`config.mk`:
```
export PLATFORM = sky130hd
export DESIGN_NAME = rom_fetch_ctrl
export DESIGN_NICKNAME = d
export VERILOG_FILES = /design/src/rtl/rom_fetch_pkg.sv /design/src/rtl/rom_fetch_ctrl_fifo.sv /design/src/rtl/rom_fetch_ctrl.sv
export SDC_FILE = /design/constraint.sdc
export NUM_CORES = 1
export LEC_CHECK = 0
export CORE_ASPECT_RATIO = 0.75
export CORE_MARGIN = 2
export CORE_UTILIZATION = 47
export CTS_BUF_LIST = sky130_fd_sc_hd__clkbuf_2 sky130_fd_sc_hd__clkbuf_4 sky130_fd_sc_hd__clkbuf_8
export DETAILED_ROUTE_END_ITERATION = 10
export GPL_TIMING_DRIVEN = 1
export MAX_ROUTING_LAYER = met4
export PLACE_DENSITY = 0.86
export SYNTH_ARGS = -nofsm -noshare
export SYNTH_HDL_FRONTEND = slang
export SYNTH_SLANG_ARGS = --single-unit
```
`constraint.sdc`:
```
create_clock -name clk -period 4.94 [get_ports clk]
set_input_delay 0.741 -clock clk [delete_from_list [all_inputs] [get_ports clk]]
set_output_delay 0.741 -clock clk [all_outputs]
set_load 0.005 [all_outputs]
```
`src/rtl/rom_fetch_pkg.sv`:
```
`default_nettype none
// ============================================================================
// Module      : rom_fetch_pkg
// Description : Shared types and constants for the rom fetch sequencer.
// Revision    : 1.0 - initial release
// ============================================================================
package rom_fetch_pkg;

    localparam int C_ADDR_WIDTH      = 27;
    localparam int C_DATA_WIDTH      = 32;
    localparam int C_FIFO_DEPTH      = 2;
    localparam int C_FIFO_PTR_WIDTH  = $clog2(C_FIFO_DEPTH) + 1;

    typedef enum logic [0:0] {
        RUN  = 1'b0,
        HALT = 1'b1
    } fetch_state_e;

    typedef struct packed {
        logic [C_ADDR_WIDTH-1:0] pc;
        logic [C_DATA_WIDTH-1:0] data;
    } fetch_entry_t;

    // Extra MSB distinguishes full from empty when the index bits match.
    function automatic int fifo_ptr_width(input int depth);
        return $clog2(depth) + 1;
    endfunction

endpackage
`default_nettype wire

```
`src/rtl/rom_fetch_ctrl_fifo.sv`:
```
`default_nettype none
// ============================================================================
// Module      : fetch_fifo
// Description : Prefetch FIFO of fetch_entry_t with push/pop/flush.
//               A flush in the same cycle as a push discards the push.
// Revision    : 1.0 - initial release
// ============================================================================
module fetch_fifo
    import rom_fetch_pkg::*;
#(
    parameter int DEPTH = C_FIFO_DEPTH
) (
    input  logic         clk,
    input  logic         rst,
    input  logic         i_push,
    input  fetch_entry_t i_push_entry,
    input  logic         i_pop,
    input  logic         i_flush,
    output fetch_entry_t o_head_entry,
    output logic         o_full,
    output logic         o_empty
);

    localparam int C_PW = fifo_ptr_width(DEPTH);

    fetch_entry_t    mem_q [DEPTH];
    logic [C_PW-1:0] wr_ptr_q;
    logic [C_PW-1:0] wr_ptr_d;
    logic [C_PW-1:0] rd_ptr_q;
    logic [C_PW-1:0] rd_ptr_d;
    logic [C_PW-2:0] w_wr_idx;
    logic [C_PW-2:0] w_rd_idx;

    assign w_wr_idx     = wr_ptr_q[C_PW-2:0];
    assign w_rd_idx     = rd_ptr_q[C_PW-2:0];
    assign o_empty      = (wr_ptr_q == rd_ptr_q);
    assign o_full       = (wr_ptr_q[C_PW-1] != rd_ptr_q[C_PW-1]) && (w_wr_idx == w_rd_idx);
    assign o_head_entry = mem_q[w_rd_idx];

    always_comb begin
        wr_ptr_d = wr_ptr_q;
        rd_ptr_d = rd_ptr_q;
        if (i_flush) begin
            wr_ptr_d = '0;
            rd_ptr_d = '0;
        end else begin
            if (i_push) begin
                wr_ptr_d = wr_ptr_q + C_PW'(1);
            end
            if (i_pop) begin
                rd_ptr_d = rd_ptr_q + C_PW'(1);
            end
        end
    end

    always_ff @(posedge clk or posedge rst) begin
        if (rst) begin
            wr_ptr_q <= '0;
            rd_ptr_q <= '0;
            for (int i = 0; i < DEPTH; i++) begin
                mem_q[i] <= '0;
            end
        end else begin
            wr_ptr_q <= wr_ptr_d;
            rd_ptr_q <= rd_ptr_d;
            if (i_push && !i_flush) begin
                mem_q[w_wr_idx] <= i_push_entry;
            end
        end
    end

endmodule
`default_nettype wire

```
`src/rtl/rom_fetch_ctrl.sv`:
```
`default_nettype none
// ============================================================================
// Module      : rom_fetch_ctrl
// Description : Instruction-fetch sequencer between the combinational rom and
//               decode: fetch PC, prefetch FIFO, redirect flush and halt.
//               Optional macro ROM_FETCH_BYPASS_EN enables a 0-latency path
//               from rom_data to inst_* when the FIFO is empty.
//               DATA_WIDTH/ADDR_WIDTH must equal the package entry widths.
// Revision    : 1.0 - initial release
// ============================================================================
module rom_fetch_ctrl
    import rom_fetch_pkg::*;
#(
    parameter int                    DATA_WIDTH = C_DATA_WIDTH,
    parameter int                    ADDR_WIDTH = C_ADDR_WIDTH,
    parameter logic [ADDR_WIDTH-1:0] RESET_PC   = '0,
    parameter int                    FIFO_DEPTH = C_FIFO_DEPTH
) (
    input  logic                  clk,
    input  logic                  reset,
    output logic [ADDR_WIDTH-1:0] rom_addr,
    input  logic [DATA_WIDTH-1:0] rom_data,
    input  logic                  redirect_valid,
    input  logic [ADDR_WIDTH-1:0] redirect_pc,
    input  logic                  halt,
    output logic                  inst_valid,
    input  logic                  inst_ready,
    output logic [DATA_WIDTH-1:0] inst_data,
    output logic [ADDR_WIDTH-1:0] inst_pc,
    output logic                  idle
);

    fetch_state_e          state_q;
    fetch_state_e          state_d;
    logic [ADDR_WIDTH-1:0] fpc_q;
    logic [ADDR_WIDTH-1:0] fpc_d;

    fetch_entry_t w_push_entry;
    fetch_entry_t w_head_entry;
    logic         w_fifo_full;
    logic         w_fifo_empty;
    logic         w_fifo_pop;
    logic         w_push_ok;
    logic         w_push;
    logic         w_bypass;
    logic         w_bypass_take;

    assign rom_addr = fpc_q;
    assign idle     = (state_q == HALT) && w_fifo_empty;

`ifdef ROM_FETCH_BYPASS_EN
    assign w_bypass = w_fifo_empty && (state_q == RUN) && !redirect_valid;
`else
    assign w_bypass = 1'b0;
`endif

    assign w_fifo_pop    = !w_fifo_empty && inst_ready;
    assign w_bypass_take = w_bypass && inst_ready;
    assign w_push_ok     = !w_fifo_full || w_fifo_pop;
    // A redirect or an accepted bypass word both suppress the FIFO write.
    assign w_push        = (state_q == RUN) && !halt && !redirect_valid
                           && w_push_ok && !w_bypass_take;

    always_comb begin
        w_push_entry.pc   = fpc_q;
        w_push_entry.data = rom_data;
    end

    always_comb begin
        inst_valid = !w_fifo_empty;
        inst_data  = w_head_entry.data;
        inst_pc    = w_head_entry.pc;
        if (w_bypass) begin
            inst_valid = 1'b1;
            inst_data  = rom_data;
            inst_pc    = fpc_q;
        end
    end

    always_comb begin
        fpc_d   = fpc_q;
        state_d = state_q;
        if (redirect_valid) begin
            fpc_d = redirect_pc;
        end else begin
            state_d = halt ? HALT : RUN;
            if (w_push || w_bypass_take) begin
                fpc_d = fpc_q + ADDR_WIDTH'(1);
            end
        end
    end

    always_ff @(posedge clk or posedge reset) begin
        if (reset) begin
            state_q <= RUN;
            fpc_q   <= RESET_PC;
        end else begin
            state_q <= state_d;
            fpc_q   <= fpc_d;
        end
    end

    fetch_fifo #(
        .DEPTH (FIFO_DEPTH)
    ) u_fifo (
        .clk          (clk),
        .rst          (reset),
        .i_push       (w_push),
        .i_push_entry (w_push_entry),
        .i_pop        (w_fifo_pop),
        .i_flush      (redirect_valid),
        .o_head_entry (w_head_entry),
        .o_full       (w_fifo_full),
        .o_empty      (w_fifo_empty)
    );

endmodule
`default_nettype wire
```
## After elaboration in Yosys (flattened, before gate mapping)

Index checks and enable logic that the tools add are counted.
Widths: inputs -> output; s select.

- Add/subtract/negate cells: 3
- Order comparisons: 3
- Equality and inequality tests: 3
- Multiplexer cells: 13
- Bitwise operators: 3
- Reduce and logical (&&, ||, !) cells: 15

Operators by type and width:

| operator | number |
|---|---|
| $mux 59 | 4 |
| $bwmux 118 | 1 |
| $demux 59 s1 | 1 |
| $mux 27 | 2 |
| $add 27x1->27 const B | 1 |
| $logic_and 1x1->1 | 8 |
| $mux 2 | 4 |
| $add 2x1->2 const B | 2 |
| $ge 2x2->1 const B | 2 |
| $logic_not 1->1 | 4 |
| $not 1->2 | 2 |
| $reduce_bool 2->1 | 2 |
| $eq 2x2->1 | 1 |
| $lt 2x1->1 const B | 1 |
| $eq 1x1->1 | 1 |
| $logic_or 1x1->1 | 1 |
| $mux 1 | 1 |
| $ne 1x1->1 | 1 |
| $not 1->1 | 1 |

- Flip-flop bits (word level): 150
- Input port bits: 64
- Output and inout port bits: 88
- Word-level logic and storage cells: 48

## Logic depth before layout (Yosys ltp)

Gate-level depths: netlist of run 1.

- Depth in word-level cells: 7
- Depth in mapped cells: 8
- Gate-level depth less buffers: 5

## Cells and area by module

Synthesis of run 1 repeated with hierarchy kept, for this count alone.

- Cell total of the unflattened synthesis: 530
- Area, all modules: 6966.7 um^2

Modules (own cells, without submodules):

| module | instances | cells an instance | area an instance (um^2) | seq. area each (um^2) |
|---|---|---|---|---|
| fetch_fifo | 1 | 336 | 5277.6 | 3052.9 |
| rom_fetch_ctrl | 1 | 194 | 1689.1 | 700.7 |

## Worst setup path after synthesis of run 1

OpenSTA, ideal clock, no wires.

- Kind: input port to flip-flop
- From: in halt
- To: reg u_fifo.mem_q[59] (netlist bit)
- Arrival: 2034 ps
- Required time: 4815 ps
- Path slack: 2781 ps
- Stages: 6
- Path through: nor2_1 > o31ai_4 > nor3_2 > buf_2 > buf_2 > mux2_2

- Longest elaborated chain between the ends: 5

Ends and longest elaborated chain:

| element | line | source |
|---|---|---|
| start: declaration | rom_fetch_ctrl.sv:25 | `input logic halt,` |
| $logic_not 1->1 | rom_fetch_ctrl.sv:61 | `assign w_push = (state_q == RUN) && !halt && !redirect_valid` |
| $logic_and 1x1->1 (2 in series) | rom_fetch_ctrl.sv:61 |  |
| $logic_and 1x1->1 | rom_fetch_ctrl.sv:62 | `&& w_push_ok && !w_bypass_take;` |
| $logic_and 1x1->1 | rom_fetch_ctrl_fifo.sv:66 | `if (i_push && !i_flush) begin` |
| end signal: indexed assignment | rom_fetch_ctrl_fifo.sv:67 | `mem_q[w_wr_idx] <= i_push_entry;` |
| end: declaration | rom_fetch_ctrl_fifo.sv:26 | `fetch_entry_t mem_q [DEPTH];` |

Every way passes these cells.
A chain may end at the register's enable or synchronous reset.

## Worst setup path in the final report of run 1

- From: reg u_fifo.rd_ptr_q[0]
- To: out inst_data[31]

- Longest elaborated chain between the ends: 4

Ends and longest elaborated chain:

| element | line | source |
|---|---|---|
| start: declaration | rom_fetch_ctrl_fifo.sv:29 | `logic [C_PW-1:0] rd_ptr_q;` |
| start signal: assignment | rom_fetch_ctrl_fifo.sv:65 | `rd_ptr_q <= rd_ptr_d;` |
| $not 1->2 (not written as such) | rom_fetch_ctrl_fifo.sv:38 | `assign o_head_entry = mem_q[w_rd_idx];` |
| $mux 59 (not written as such) (3 in series) | rom_fetch_ctrl_fifo.sv:38 |  |
| end: declaration | rom_fetch_ctrl.sv:28 | `output logic [DATA_WIDTH-1:0] inst_data,` |

Every way passes these cells. The select of a mux whose other input is x is not followed.

==> impl_metrics.tcl, run 1 <==
set metrics [dict create \
    cts_tree "yes" \
    io_pins 152 \
    post-route-cell-area_um2 9060 \
    syn_to_final_growth_pct 31.2 \
    clock_skew_ns 0.00917 \
    cts_made_buffers 17 \
    placedInstanceArea_um2 8550 \
    async_flop_share 1.00 \
    wl_per_cell_um 18.2 \
    cp_data_required_time_ns 4.20 \
    ys_types 34 \
    drt_iter0_markers 222 \
    max_clock_freq_ghz 0.287 \
    leakage_nw 3.73 \
    finalSetupViolCount 0 \
    cts_hold_buf 0 \
    worstSetupStartpointType "register" \
    arrival_ns 2.74 \
    critPathKind "register to output pin" \
    grt_max_degree 120 \
    setup_tns_ns 0 \
    drt_pass1_iterations 4 \
    hold_path.class "register to register" \
    ys_warn_count 0 \
    routedLengthMet1_mm 7.22 \
    ys_top_cells_by_count "dfrtp_1 (150), mux2_2 (124), mux2_1 (50), nand2_1 (36), o21ai_0 (22)" \
    syn_area_um2 6910 \
    syn_avg_cell_area_um2 13.1 \
    cts-resized-gates 0 \
    worst_slew_pin_slew_ns 1.08 \
    hpwl_mm 10.3 \
    synth_edf_count 0 \
    vdd_ir_drop_max_uv 233 \
    drive_gt1_frac 0.249 \
    insertion_delay_ns 0.44 \
    powerDensity_nw_per_um2 470 \
    wl_met3_mm 1.10 \
    first_global_vias 4908 \
    core_um2 14400 \
    synth.top_cell.area_share 0.543 \
    antenna_found_initial 1 \
    slowest_stage "dfrtp_2" \
    period_minus_slack_ns 3.48 \
    io_buffer_count 151 \
    drv_slew 0 \
    status "finished clean" \
    nets 736 \
    path_clk_slew_ns 0.08 \
    drc 0 \
    grt_pass1_wl_mm 25.1 \
    critPathMaxFanout 41 \
    cts_setup_buffers 0 \
    top_layer "met4" \
    max_stage_delay_ns 0.78 \
    rows 38 \
    synthFlopType "dfrtp_1" \
    drv_cap 0 \
    clk_path_buf_depth 2 \
    path_cells "buf_4 > mux2_2 > clkdlybuf4s50_1" \
    antenna_left 0 \
    synth_area_leaders "dfrtp_1 (54%), mux2_2 (20%), mux2_1 (8.1%)" \
    grt_overflow 0 \
    vias 4756 \
    dr_wl_met2_mm 7.54 \
    clock-sinks 150 \
    dieArea_um2 15700 \
    synthCells 527 \
    track_usage 0.215 \
    endpoint_kind "output pin" \
    start_util 0.480 \
    synth-seq-cells 150 \
    synth_top_area_cell "dfrtp_1" \
    period_share 0.704 \
    syn_nets 592 \
    finalWirelength_mm 16.1 \
    viasPerCell 5.37 \
    cts-root-buf "clkbuf_8" \
    hold_viol_final 0 \
    die_h_um 109 \
    ys_seq_area_frac 0.543 \
    die_x_um 144 \
    synth_most_common_cell "dfrtp_1" \
    slew_headroom 0.278 \
    cts_max_level 4 \
    rsz0062_at_grt "no" \
    routabilityCongestion 0.816 \
]
## path summary, 6_finish.rpt
path | startpoint | endpoint | slack (ns) | cells after the start
setup / recovery | u_fifo.rd_ptr_q[0] | inst_data[31] | 1.46 | 3
hold / removal | u_fifo.mem_q[36] | u_fifo.mem_q[36] | 0.49 | 2
setup reg to reg | u_fifo.rd_ptr_q[0] | u_fifo.mem_q[10] | 1.92 | 5
hold reg to reg | u_fifo.mem_q[36] | u_fifo.mem_q[36] | 0.49 | 2
max in group asynchronous | reset | u_fifo.mem_q[57] | 2.96 | 3
min in group asynchronous | reset | u_fifo.mem_q[73] | 0.94 | 2
## power breakdown
group / internal, mW / total, mW / switching, mW / leakage [nW]
Clock: 0.721 / 1.19 / 0.465 / 0.245
Combinational: 0.853 / 1.27 / 0.417 / 1.66
Sequential: 1.58 / 1.80 / 0.226 / 1.83
Total: 3.15 / 4.26 / 1.11 / 3.73
## metrics by stage
step | total power [mW] | util | hold slack [ns] | setup WS (ns) | instances
final | 4.26 | 0.629 | 0.487 | 1.46 | 885
after global routing | 4.48 | 0.629 | 0.508 | 1.35 | 885
after CTS | 4.29 | 0.629 | 0.492 | 1.43 | 884
after detailed placement | 3.10 | 0.594 | 0.465 | 1.60 | 852
after global placement | 3.03 | 0.594 | 0.456 | 1.67 | 852
after floorplan | 2.41 | - | 0.444 | 0.163 | 527
## placed cells by master (no fill, tap or decap), drive strengths merged, types with 4 or more instances in the layout
| cell | count |
|---|---|
| clkbuf | 19 |
| nor4 | 7 |
| nand2 | 36 |
| xor2 | 7 |
| buf | 7 |
| o21ai | 23 |
| nor3 | 14 |
| nor2 | 13 |
| nand3 | 11 |
| mux2i | 4 |
| bufinv | 7 |
| clkdlybuf4s50 | 150 |
| dfrtp | 150 |
| inv | 7 |
| mux2 | 175 |
| xnor2 | 19 |
| nor3b | 5 |
| and4 | 4 |
## final cells by class
| class | instances | area (µm²) |
|---|---|---|
| Antenna cell | 1 | 2.50 |
| Clock buffer | 19 | 255 |
| Clock inverter | 13 | 251 |
| Fill cell | 1091 | 5340 |
| Inverter | 7 | 31.3 |
| Multi-Input combinational cell | 338 | 2970 |
| Sequential cell | 150 | 3750 |
| Tap cell | 200 | 250 |
| Timing Repair Buffer | 157 | 1550 |
## layer usage
metal | vias to the layer above | global-route usage
met4 | 0 | 0.0882
met5 | - | -
li1 | 2154 | -
met3 | 21 | 0.0470
met2 | 191 | 0.334
met1 | 2390 | 0.277
## cell families (layout without fill, tap and decap cells)
kind of cell             after synthesis  count (layout)  share of synthesized area
flip-flops                           150             150                      0.543
other                                  0               1                          0
multiplexers                         179             179                      0.292
adder cells (fa/ha/maj)                1               1                    0.00181
AO/OA/AOI/OAI                         31              31                     0.0281
buffers and inverters                 39             196                     0.0288
AND/OR/NAND/NOR                      101             101                     0.0737
XOR/XNOR                              26              26                     0.0330
## critical path: cells and delay by family, from the launching register on
family   cells  cell delay, ns
buf+inv      2            1.09
flops        1            0.78
mux          1            0.41
## state kept, by name (all words and copies together), names as in the netlist
| register | count |
|---|---|
| u_fifo.wr_ptr_q | 2 |
| rom_addr | 27 |
| state_q | 1 |
| u_fifo.mem_q | 118 |
| u_fifo.rd_ptr_q | 2 |
Note: power is estimated with default switching activity, not from simulation.
==> run 2: changes to the inputs <==
- CORE_UTILIZATION: 47 -> 53
- PLACE_DENSITY: 0.86 -> 0.91
- clock period: 4.94 -> 3.55 ns (I/O delays scaled with it)
==> run 2 against run 1 <==
Global-route usage rose by 2.2 points; core utilization increased by 7.5 points; worst setup slack worse by 0.56 ns; combinational power rose by 43%; total power up 38%; critical endpoint is now idle; largest cell class unchanged; highest routed layer unchanged.
==> impl_metrics.tcl, run 2 (synthesis results as in run 1) <==
set metrics [dict create \
    antenna_cells 0 \
    clock-sinks 150 \
    dieArea_um2 14000 \
    finalSetupViolCount 0 \
    start_util 0.538 \
    clock_skew_ns 0.0148 \
    grt_overflow 0 \
    vdd_ir_drop_max_uv 403 \
    first_global_vias 4908 \
    status "finished clean" \
    vias 4788 \
    drt_iter0_markers 284 \
    io_buffer_count 151 \
    grt_pass1_wl_mm 24.4 \
    powerDensity_nw_per_um2 651 \
    period_share 0.746 \
    critPathKind "register to output pin" \
    cts_hold_buf 0 \
    seqCellArea_um2 3750 \
    cts_setup_buffers 0 \
    rows 36 \
    cp_data_required_time_ns 3.02 \
    drv_cap 0 \
    worstSetupStartpointType "register" \
    r2r-start "u_fifo.wr_ptr_q[0]" \
    critPathLaunch "u_fifo.rd_ptr_q[0]" \
    multi_input_area_um2 2970 \
    placedInstanceArea_um2 8540 \
    max_stage_delay_ns 0.52 \
    viasPerCell 5.60 \
    slew_headroom 0.294 \
    core_um2 12800 \
    period_minus_slack_ns 2.65 \
    cts-root-buf "clkbuf_8" \
    crit_end "idle" \
    antenna_left 0 \
    arrival_ns 2.12 \
    drt_pass1_iterations 7 \
    cts_made_buffers 17 \
    setup_tns_ns 0 \
    rsz0062_at_grt "no" \
    mostFrequentLayoutCell "clkdlybuf4s50_1" \
    cts_max_level 4 \
    critPathMaxFanout 62 \
    cts-resized-gates 0 \
    drv_slew 0 \
    post-route-cell-area_um2 9030 \
    r2r_cells 6 \
    routabilityCongestion 0.806 \
    worst_slew_pin_slew_ns 1.06 \
    top_register "u_fifo.mem_q" \
    nets 736 \
    io_pins 152 \
    slowest_stage "clkdlybuf4s50_1" \
    hold_path.class "register to register" \
    finalWirelength_mm 15.6 \
    fill_cells 859 \
    drc 0 \
    syn_to_final_growth_pct 30.7 \
    max_clock_freq_ghz 0.378 \
    wl_per_cell_um 18.3 \
    die_h_um 103 \
    path_cells "buf_12 > xnor2_1 > and3_1 > clkdlybuf4s50_1" \
    die_x_um 136 \
    reg2reg_to "u_fifo.mem_q[85]" \
    reg2reg_slack_ns 1.14 \
    insertion_delay_ns 0.45 \
    drive_gt1_frac 0.249 \
    clk_path_buf_depth 2 \
    hold_viol_final 0 \
    path_clk_slew_ns 0.08 \
    grt_max_degree 151 \
    largest_register_ffs 118 \
    hpwl_mm 9.91 \
    cts_tree "yes" \
    track_usage 0.237 \
    endpoint_kind "output pin" \
    leakage_nw 3.72 \
    layout_common_cells "clkdlybuf4s50_1 (150), dfrtp_1 (149), mux2_2 (124), mux2_1 (50), nand2_1 (36)" \
    hp-start "u_fifo.mem_q[36]" \
    antenna_found_initial 0 \
]
==> run 2: where the power goes <==
group	internal [mW]	leakage, nW	switching (mW)
Sequential	2.20	1.83	0.298
Combinational	1.20	1.66	0.609
Clock	0.952	0.235	0.634
==> run 2: layer usage <==
layer / vias up / global-route usage / part of all wire
li1: 2161 / - / -
met1: 2429 / 0.300 / 0.44
met2: 175 / 0.369 / 0.47
met3: 23 / 0.0718 / 0.072
met4: 0 / 0.0761 / 0.014
met5: - / - / 0
==> run 2: per-stage QoR <==
step	cells	power, mW	hold slack (ns)	setup slack [ns]	util
2_1_floorplan	527	3.35	0.444	1.13	-
3_3_place_gp	823	4.22	0.456	0.855	0.665
3_5_place_dp	823	4.32	0.475	0.809	0.665
4_1_cts	855	5.93	0.492	0.872	0.704
5_1_grt	855	6.19	0.508	0.778	0.704
6_report	855	5.89	0.491	0.902	0.704
==> run 2: worst max-delay path, delay by kind of cell, from the launching register on <==
| family | cells | cell delay [ns] |
|---|---|---|
| xor gates and xnor gates | 1 | 0.19 |
| buffers and inverters | 2 | 0.85 |
| DFF | 1 | 0.41 |
| and+or+nand+nor | 1 | 0.22 |
==> run 2: cell type report <==
cell class / count / area share
flip-flops and latches: 150 / 0.416
multi-input cells: 338 / 0.328
repair buffers: 157 / 0.174
clock buffers: 20 / 0.0298
clock inverters: 12 / 0.0248
well taps: 171 / 0.0237
inverters: 7 / 0.00332
==> run 2: how the worst min path moves through the flow <==
stage / to / slack (ns) / depth (start not counted)
final: u_fifo.mem_q[36] / 0.49 / 2
after global routing: u_fifo.mem_q[10] / 0.51 / 1
after CTS: u_fifo.mem_q[53] / 0.49 / 1
after detailed placement: u_fifo.mem_q[53] / 0.48 / 1
after global placement: u_fifo.mem_q[36] / 0.46 / 2
after floorplan: u_fifo.mem_q[36] / 0.44 / 2
